===== src/rtl/wb_pkg.sv =====
// Shared writeback types: micro-op payload layout, field widths and dst_rtype encodings.
package wb_pkg;

  localparam int ROB_IDX_W = 7;
  localparam int PDST_W    = 7;
  localparam int RTYPE_W   = 2;

  localparam logic [RTYPE_W-1:0] RT_FIX = 2'd0;
  localparam logic [RTYPE_W-1:0] RT_FLT = 2'd1;
  localparam logic [RTYPE_W-1:0] RT_X   = 2'd2;
  localparam logic [RTYPE_W-1:0] RT_PAS = 2'd3;

  typedef struct packed {
    logic [ROB_IDX_W-1:0] rob_idx;
    logic [PDST_W-1:0]    pdst;
    logic                 is_amo;
    logic                 uses_stq;
    logic [RTYPE_W-1:0]   dst_rtype;
  } wb_uop_t;

  function automatic wb_uop_t make_uop(
    input logic [ROB_IDX_W-1:0] rob_idx,
    input logic [PDST_W-1:0]    pdst,
    input logic                 is_amo,
    input logic                 uses_stq,
    input logic [RTYPE_W-1:0]   dst_rtype
  );
    wb_uop_t u;
    u.rob_idx   = rob_idx;
    u.pdst      = pdst;
    u.is_amo    = is_amo;
    u.uses_stq  = uses_stq;
    u.dst_rtype = dst_rtype;
    return u;
  endfunction

endpackage


===== src/rtl/wb_starve_ctr.sv =====
// Counts consecutive arbitrations lost by in1 and forces an in1 grant once the limit is reached.
module wb_starve_ctr #(
  parameter int STARVE_LIMIT = 4
) (
  input  logic clock,
  input  logic reset,
  input  logic in1_valid_i,
  input  logic in0_fire_i,
  input  logic in1_fire_i,
  output logic force_in1_o
);

  localparam logic [3:0] LIMIT = 4'(STARVE_LIMIT);

  logic [3:0] cnt_q;
  logic [3:0] cnt_d;

  // Saturating loss counter; cleared whenever in1 wins or stops requesting.
  always_comb begin
    cnt_d = cnt_q;
    if (in1_fire_i || !in1_valid_i) begin
      cnt_d = 4'd0;
    end else if (in0_fire_i) begin
      cnt_d = (cnt_q < LIMIT) ? (cnt_q + 4'd1) : cnt_q;
    end else begin
      cnt_d = cnt_q;
    end
  end

  // Counter register.
  always_ff @(posedge clock) begin
    if (reset) begin
      cnt_q <= 4'd0;
    end else begin
      cnt_q <= cnt_d;
    end
  end

  assign force_in1_o = (cnt_q == LIMIT) & in1_valid_i;

endmodule


===== src/rtl/wb_port_scheduler.sv =====
// Two-requester writeback arbiter feeding a one-entry registered output stage;
// in0 has priority, in1 is protected from starvation by wb_starve_ctr.
module wb_port_scheduler
  import wb_pkg::*;
#(
  parameter int DATA_W       = 64,
  parameter int STARVE_LIMIT = 4
) (
  input  logic                 clock,
  input  logic                 reset,
  input  logic                 io_flush,
  input  logic                 io_in_0_valid,
  output logic                 io_in_0_ready,
  input  logic [ROB_IDX_W-1:0] io_in_0_bits_uop_rob_idx,
  input  logic [PDST_W-1:0]    io_in_0_bits_uop_pdst,
  input  logic                 io_in_0_bits_uop_is_amo,
  input  logic                 io_in_0_bits_uop_uses_stq,
  input  logic [RTYPE_W-1:0]   io_in_0_bits_uop_dst_rtype,
  input  logic [DATA_W-1:0]    io_in_0_bits_data,
  input  logic                 io_in_1_valid,
  output logic                 io_in_1_ready,
  input  logic [ROB_IDX_W-1:0] io_in_1_bits_uop_rob_idx,
  input  logic [PDST_W-1:0]    io_in_1_bits_uop_pdst,
  input  logic                 io_in_1_bits_uop_is_amo,
  input  logic                 io_in_1_bits_uop_uses_stq,
  input  logic [RTYPE_W-1:0]   io_in_1_bits_uop_dst_rtype,
  input  logic [DATA_W-1:0]    io_in_1_bits_data,
  input  logic                 io_in_1_bits_predicated,
  output logic                 io_out_valid,
  input  logic                 io_out_ready,
  output logic [ROB_IDX_W-1:0] io_out_bits_uop_rob_idx,
  output logic [PDST_W-1:0]    io_out_bits_uop_pdst,
  output logic                 io_out_bits_uop_is_amo,
  output logic                 io_out_bits_uop_uses_stq,
  output logic [RTYPE_W-1:0]   io_out_bits_uop_dst_rtype,
  output logic [DATA_W-1:0]    io_out_bits_data,
  output logic                 io_out_bits_predicated,
  output logic                 io_out_src
);

  wb_uop_t           in0_uop_s;
  wb_uop_t           in1_uop_s;
  logic              can_accept_s;
  logic              force_in1_s;
  logic              grant0_s;
  logic              grant1_s;
  logic              fire0_s;
  logic              fire1_s;

  logic              out_valid_q, out_valid_d;
  wb_uop_t           out_uop_q,   out_uop_d;
  logic [DATA_W-1:0] out_data_q,  out_data_d;
  logic              out_pred_q,  out_pred_d;
  logic              out_src_q,   out_src_d;

  assign in0_uop_s = make_uop(io_in_0_bits_uop_rob_idx, io_in_0_bits_uop_pdst,
                              io_in_0_bits_uop_is_amo, io_in_0_bits_uop_uses_stq,
                              io_in_0_bits_uop_dst_rtype);
  assign in1_uop_s = make_uop(io_in_1_bits_uop_rob_idx, io_in_1_bits_uop_pdst,
                              io_in_1_bits_uop_is_amo, io_in_1_bits_uop_uses_stq,
                              io_in_1_bits_uop_dst_rtype);

  wb_starve_ctr #(
    .STARVE_LIMIT (STARVE_LIMIT)
  ) u_starve_ctr (
    .clock        (clock),
    .reset        (reset),
    .in1_valid_i  (io_in_1_valid),
    .in0_fire_i   (fire0_s),
    .in1_fire_i   (fire1_s),
    .force_in1_o  (force_in1_s)
  );

  // Grant is computed from valids only; readiness is layered on top of it.
  always_comb begin
    can_accept_s  = ~io_flush & (~out_valid_q | io_out_ready);
    grant0_s      = io_in_0_valid & ~force_in1_s;
    grant1_s      = io_in_1_valid & ~grant0_s;
    io_in_0_ready = ~reset & can_accept_s & grant0_s;
    io_in_1_ready = ~reset & can_accept_s & grant1_s;
    fire0_s       = io_in_0_valid & io_in_0_ready;
    fire1_s       = io_in_1_valid & io_in_1_ready;
  end

  // Output stage next state; flush wins over both a new beat and a drain.
  always_comb begin
    out_valid_d = out_valid_q;
    out_uop_d   = out_uop_q;
    out_data_d  = out_data_q;
    out_pred_d  = out_pred_q;
    out_src_d   = out_src_q;
    if (io_flush) begin
      out_valid_d = 1'b0;
    end else if (fire0_s || fire1_s) begin
      out_valid_d = 1'b1;
    end else if (io_out_ready) begin
      out_valid_d = 1'b0;
    end else begin
      out_valid_d = out_valid_q;
    end
    if (fire0_s) begin
      out_uop_d  = in0_uop_s;
      out_data_d = io_in_0_bits_data;
      out_pred_d = 1'b0;
      out_src_d  = 1'b0;
    end else if (fire1_s) begin
      out_uop_d  = in1_uop_s;
      out_data_d = io_in_1_bits_data;
      out_pred_d = io_in_1_bits_predicated;
      out_src_d  = 1'b1;
    end else begin
      out_uop_d  = out_uop_q;
      out_data_d = out_data_q;
      out_pred_d = out_pred_q;
      out_src_d  = out_src_q;
    end
  end

  // Output stage registers.
  always_ff @(posedge clock) begin
    if (reset) begin
      out_valid_q <= 1'b0;
      out_uop_q   <= '0;
      out_data_q  <= '0;
      out_pred_q  <= 1'b0;
      out_src_q   <= 1'b0;
    end else begin
      out_valid_q <= out_valid_d;
      out_uop_q   <= out_uop_d;
      out_data_q  <= out_data_d;
      out_pred_q  <= out_pred_d;
      out_src_q   <= out_src_d;
    end
  end

  assign io_out_valid               = out_valid_q;
  assign io_out_bits_uop_rob_idx    = out_uop_q.rob_idx;
  assign io_out_bits_uop_pdst       = out_uop_q.pdst;
  assign io_out_bits_uop_is_amo     = out_uop_q.is_amo;
  assign io_out_bits_uop_uses_stq   = out_uop_q.uses_stq;
  assign io_out_bits_uop_dst_rtype  = out_uop_q.dst_rtype;
  assign io_out_bits_data           = out_data_q;
  assign io_out_bits_predicated     = out_pred_q;
  assign io_out_src                 = out_src_q;

endmodule


===== config.mk =====
export PLATFORM = sky130hd
export DESIGN_NAME = wb_port_scheduler
export DESIGN_NICKNAME = d
export VERILOG_FILES = /design/src/rtl/wb_pkg.sv /design/src/rtl/wb_starve_ctr.sv /design/src/rtl/wb_port_scheduler.sv
export SDC_FILE = /design/constraint.sdc
export NUM_CORES = 1
export LEC_CHECK = 0
export CAP_MARGIN = 10
export CORE_MARGIN = 8
export CORE_UTILIZATION = 34
export DETAILED_ROUTE_END_ITERATION = 8
export PLACE_DENSITY = 0.75
export RECOVER_POWER = 25
export SYNTH_ARGS = -nofsm -noshare
export SYNTH_HDL_FRONTEND = slang
export SYNTH_SLANG_ARGS = --single-unit

===== constraint.sdc =====
create_clock -name clock -period 3.11 [get_ports clock]
set_input_delay 0.622 -clock clock [delete_from_list [all_inputs] [get_ports clock]]
set_output_delay 0.622 -clock clock [all_outputs]
set_load 0.01 [all_outputs]

* Word level (Yosys, flattened, before mapping) *
Index checks and enable logic that the tools add are counted.

storage, ports and cells
  flip-flop bits (word level) = 89
  bits of input ports = 171

operators by class
  add/sub/neg operators = 1
  eq/ne operators = 1
  order comparisons = 1
  reduce and logical (&&, ||, !) cells = 9
  bitwise logic cells = 15
  multiplexer cells = 6

operators with widths
  kind                                                        count
  2-to-1 mux 64 bit                                           2
  2-to-1 mux 18 bit                                           2
  bitwise AND 1 bit                                           9
  OR reduction 2 bit                                          3
  inverter 1 bit                                              5
  adder 4 x 1 -> 4 bit, second input constant                 1
  equality test 4 x 3 -> 1 bit, second input constant         1
  less-than comparator 4 x 3 -> 1 bit, second input constant  1
  nonzero test 2 bit                                          2
  logical OR 1 bit                                            2
  2-to-1 mux 1 bit                                            2
  AND reduction 2 bit                                         1
  zero test 1 bit                                             1
  bitwise OR 1 bit                                            1

* Logic depth before layout (Yosys ltp) *
  depth in word-level cells = 10
  gate-level depth with buffers = 8
  gate-level depth less buffers = 6

* By module *
A second synthesis with hierarchy kept.

unflattened totals
  cells, all modules = 495
  area, all modules = 4784.6 µm²

by module, submodules not included
  module             cells each  instances  area each (µm²)
  wb_port_scheduler  475         1          4554.4
  wb_starve_ctr      20          1          230.2

* Worst setup path before layout *
OpenSTA, ideal clock, no wires.

  kind = input port to output port
  start point = input port io_flush
  end point = output port io_in_1_ready
  path buffers = 2
  stages = 5
  data required time = 2488 ps
  arrival time = 1421 ps
  setup slack = 1067 ps
  path through = nor2_2 nand3_1 buf_2 buf_2 a21oi_1

between the ends
  cells in the longest elaborated chain, start to end = 4

ends and longest elaborated chain
  what                            RTL line                 text
  start, declared                 wb_port_scheduler.sv:11  input logic io_flush,
  inverter 1 bit                  wb_port_scheduler.sv:76  can_accept_s = ~io_flush & (~out_valid_q | io_out_ready);
  bitwise AND 1 bit               wb_port_scheduler.sv:76
  bitwise AND 1 bit (2 in a row)  wb_port_scheduler.sv:80  io_in_1_ready = ~reset & can_accept_s & grant1_s;
  end, declared                   wb_port_scheduler.sv:21  output logic io_in_1_ready,

Every way passes these cells.

* Final worst setup path *
  start point = input port io_out_ready
  end point = output port io_in_0_ready

between the ends
  cells in the longest elaborated chain, start to end = 4

ends and longest elaborated chain
  what                            RTL line                 text
  start, declared                 wb_port_scheduler.sv:30  input logic io_out_ready,
  bitwise OR 1 bit                wb_port_scheduler.sv:76
  bitwise AND 1 bit               wb_port_scheduler.sv:76
  bitwise AND 1 bit (2 in a row)  wb_port_scheduler.sv:79  io_in_0_ready = ~reset & can_accept_s & grant0_s;
  end, declared                   wb_port_scheduler.sv:13  output logic io_in_0_ready,

Every way passes these cells.

==> parameters.txt <==
Parameter                              Value

GRT
  Residual overflow from global routing ... 0
  Vias in the first global route ... 4823
  Largest net degree at the start of global routing ... 166
  All-layer global routing usage ... 19.2%
  Number of antenna violations at the first check in global routing ... 0
  Global-route wire length before repair ... 24.9 mm

Yosys
  Synth area leader ... dfxtp_1
  Warnings, synthesis ... 0
  Synth Register Bits ... 89
  Cells after synthesis ... 496
  Combined area of all synthesized cells ... 4160 um2
  Synth top cells by count ... nand2_1, dfxtp_1, nor2_1
  Top cells by area in the synthesized netlist ... dfxtp_1, a311oi_2, nand2_1, nor2_1, a311oi_1
  Syn nets ... 669
  Sequential cell area fraction in the yosys report ... 42.8%
  Library cell with the highest instance count after synthesis ... nand2_1
  Number of enable flip-flop cells after synthesis ... 0
  Unique cell type count in the Yosys netlist ... 26
  Fraction of post-synthesis cell area in the top cell type by area ... 42.8%
  Fraction of registers with async set/reset ... 0%
  Average cell area after synthesis ... 8.39 um2
  Primary FF master, synth ... dfxtp_1

Route
  Length of the first detailed-routing pass in iterations ... 4
  Total vias in the final route ... 4505
  Number of DRC markers after the initial detailed-route iteration ... 311
  Drt via density ... 5.14
  Wire length after detailed routing ... 15.7 mm
  Detailed-route wire length per cell ... 17.9 um
  Number of DRC violations after detailed routing ... 0
  Remaining number of nets flagged by the antenna check after routing ... 0

Hold path
  Hold path startpoint ... io_out_bits_data[63]
  Hold Path Stages ... 2
  Tightest Hold Check Type ... reg -> reg
  End point of the most critical hold path ... io_out_bits_data[63]

Floorplanning
  Die width ... 127 um
  Number of placement rows ... 40
  Core area ... 12000 um2
  Die Y-Extent ... 127 um
  Number of top-level pins ... 258
  Initial standard-cell utilization of the core ... 34.8%
  Die ar. ... 16000 um2

Final layout
  Layout-stage area growth over the synthesis result ... 70.7%
  Diode insertion count for antenna repair ... 0
  Final standard cell area without fillers ... 7100 um2
  Number of nets in the layout ... 897
  Share of cells above drive strength 1 ... 9.74%
  Number of fill cells ... 1064
  Utilization after layout ... 59.4%

Worst setup path
  Cell with the largest stage delay on the worst path ... clkdlybuf4s50_1
  Crit start category ... input pin
  Worst flop-to-flop path endpoint ... io_out_bits_data[34]
  Most numerous cell on the critical path ... clkdlybuf4s50_1
  Class of the most critical setup path ... in -> out
  Critical Path End Type ... output port
  Required time at the worst-slack endpoint ... 2.49 ns
  Cells on worst reg2reg path ... 7
  Arrival time reported for the critical path endpoint ... 2.23 ns
  R2R Path Start ... u_starve_ctr.cnt_q[0]
  Worst path cell trace ... clkdlybuf4s50_1 -> nand2b_1 -> nand4_1 -> inv_1 -> clkdlybuf4s50_1
  Crit Path Max Fanout ... 6
  R2r setup slk ... 0.97 ns
  CP peak stage delay ... 0.57 ns

Clock tree
  Clock latency at the later pin of the worst-skew pair ... 0.34 ns
  Post CTS Setup Buffer Count ... 0
  Hold buffer count at CTS ... 0
  Sinks on Clock Net ... 89
  TritonCTS Buffers ... 9
  Clock root cell ... clkbuf_16
  CTS tree ... yes
  Maximum buffer depth of the clock tree ... 2
  Clock transition at path regs ... 0.06 ns
  CTS H-tree depth ... 3
  Cells resized by post-CTS repair ... 0

Timing
  Post-route setup TNS ... 0 ns
  Worst-margin pin slew ... 0.905 ns
  Min cycle time layout ... 2.86 ns
  Setup repair after global routing missed its margin ... no
  Worst Clk Skew ... 0.00567 ns
  Setup violators final ... 0
  Worst-case headroom to the max-slew limit ... 39.7%
  Timing-limited maximum frequency ... 350 MHz
  Final critical-path share of the clock period ... 91.8%
  Final Hold Violating Endpoints ... 0
  Total count of max-transition violations in the final report ... 0

Placement
  Standard cell area after detailed placement ... 6720 um2
  Port Buffer Count ... 257
  Routability-driven placement congestion ratio ... 0.776
  Placed wire-length estimate ... 11.3 mm

Power and ir drop
  Total leakage power ... 2.61 nW
  Power Density ... 457 nW/um2
  Max VDD drop ... 257 uV

Run
  Max-Cap Viols ... 0

Run status
  Result of the run ... finished clean
metal layers:
metal	up-vias	wire [um]	global-route usage (%)
li1	2173	-	-
met1	2093	6210	20.6
met2	193	7470	32.1
met3	46	1370	7.00
met4	0	668	10.7
met5	-	0	0
flip-flops by register name (all words and copies together) (netlist names):
register                   count
io_out_valid                   1
u_starve_ctr.cnt_q             4
io_out_bits_uop_rob_idx        7
io_out_bits_uop_dst_rtype      2
io_out_bits_data              64
io_out_bits_uop_pdst           7
io_out_bits_predicated         1
io_out_src                     1
io_out_bits_uop_is_amo         1
io_out_bits_uop_uses_stq       1
cell type report:
| type | instances | area [um2] | area share (%) |
|---|---|---|---|
| Clock buffer | 11 | 253 | 3.56 |
| Sequential cell | 89 | 1780 | 25.1 |
| Tap cell | 147 | 184 | 2.59 |
| Timing Repair Buffer | 263 | 2630 | 37.0 |
| Inverter | 6 | 22.5 | 0.317 |
| Clock inverter | 5 | 125 | 1.76 |
| Multi-Input combinational cell | 355 | 2110 | 29.7 |
cells by family (layout without fill, tap and decap cells):
| family | count (synthesis) | after routing | share of synthesized area (%) |
|---|---|---|---|
| compound gates | 89 | 89 | 25.2 |
| xor+xnor | 1 | 1 | 0.211 |
| fa+ha+maj | 2 | 2 | 0.601 |
| buf+inv | 52 | 285 | 6.67 |
| flops | 89 | 89 | 42.8 |
| mux | 1 | 1 | 0.241 |
| simple gates | 262 | 262 | 24.2 |
per-stage QoR:
stage | power [W] | cells | hold WS [ns] | setup slack (ns)
2_1_floorplan | 0.00152 | 496 | 0.438 | 1.07
3_3_place_gp | 0.00191 | 860 | 0.461 | 0.271
3_5_place_dp | 0.00192 | 860 | 0.460 | 0.241
4_1_cts | 0.00330 | 876 | 0.475 | 0.241
5_1_grt | 0.00337 | 876 | 0.496 | 0.163
6_report | 0.00325 | 876 | 0.479 | 0.254
report_power, final:
group	leakage [nW]	switching, W	internal, W
registers	0.730	0.0000359	0.00121
clock network	0.186	0.000457	0.000909
logic	1.69	0.000254	0.000377
layout by cell type, fill, tap and decap left out, types with 3 or more instances in the layout:
cell type / instances
inv_1: 6
dlygate4sd3_1: 43
nor2_1: 87
bufinv_16: 4
dfxtp_1: 89
clkdlybuf4s50_1: 213
a21oi_1: 3
a311oi_2: 45
nand2_1: 165
buf_4: 6
a311oi_1: 37
clkbuf_16: 9
worst max-delay path: cells and delay by family:
kind                   cells  cell delay (ns)
and+or+nand+nor            2             0.45
buffers and inverters      3             1.16
worst max-delay path by stage:
stage	from	slack, ns	cells past startpoint	to
2_1_floorplan	io_flush	1.07	5	io_in_1_ready
3_3_place_gp	io_out_ready	0.27	5	io_in_0_ready
6_report	io_out_ready	0.25	5	io_in_0_ready
4_1_cts	io_out_ready	0.24	5	io_in_0_ready
5_1_grt	io_in_1_valid	0.16	5	io_in_0_ready
3_5_place_dp	io_out_ready	0.24	5	io_in_0_ready
Power figures use the tool's default switching activity.
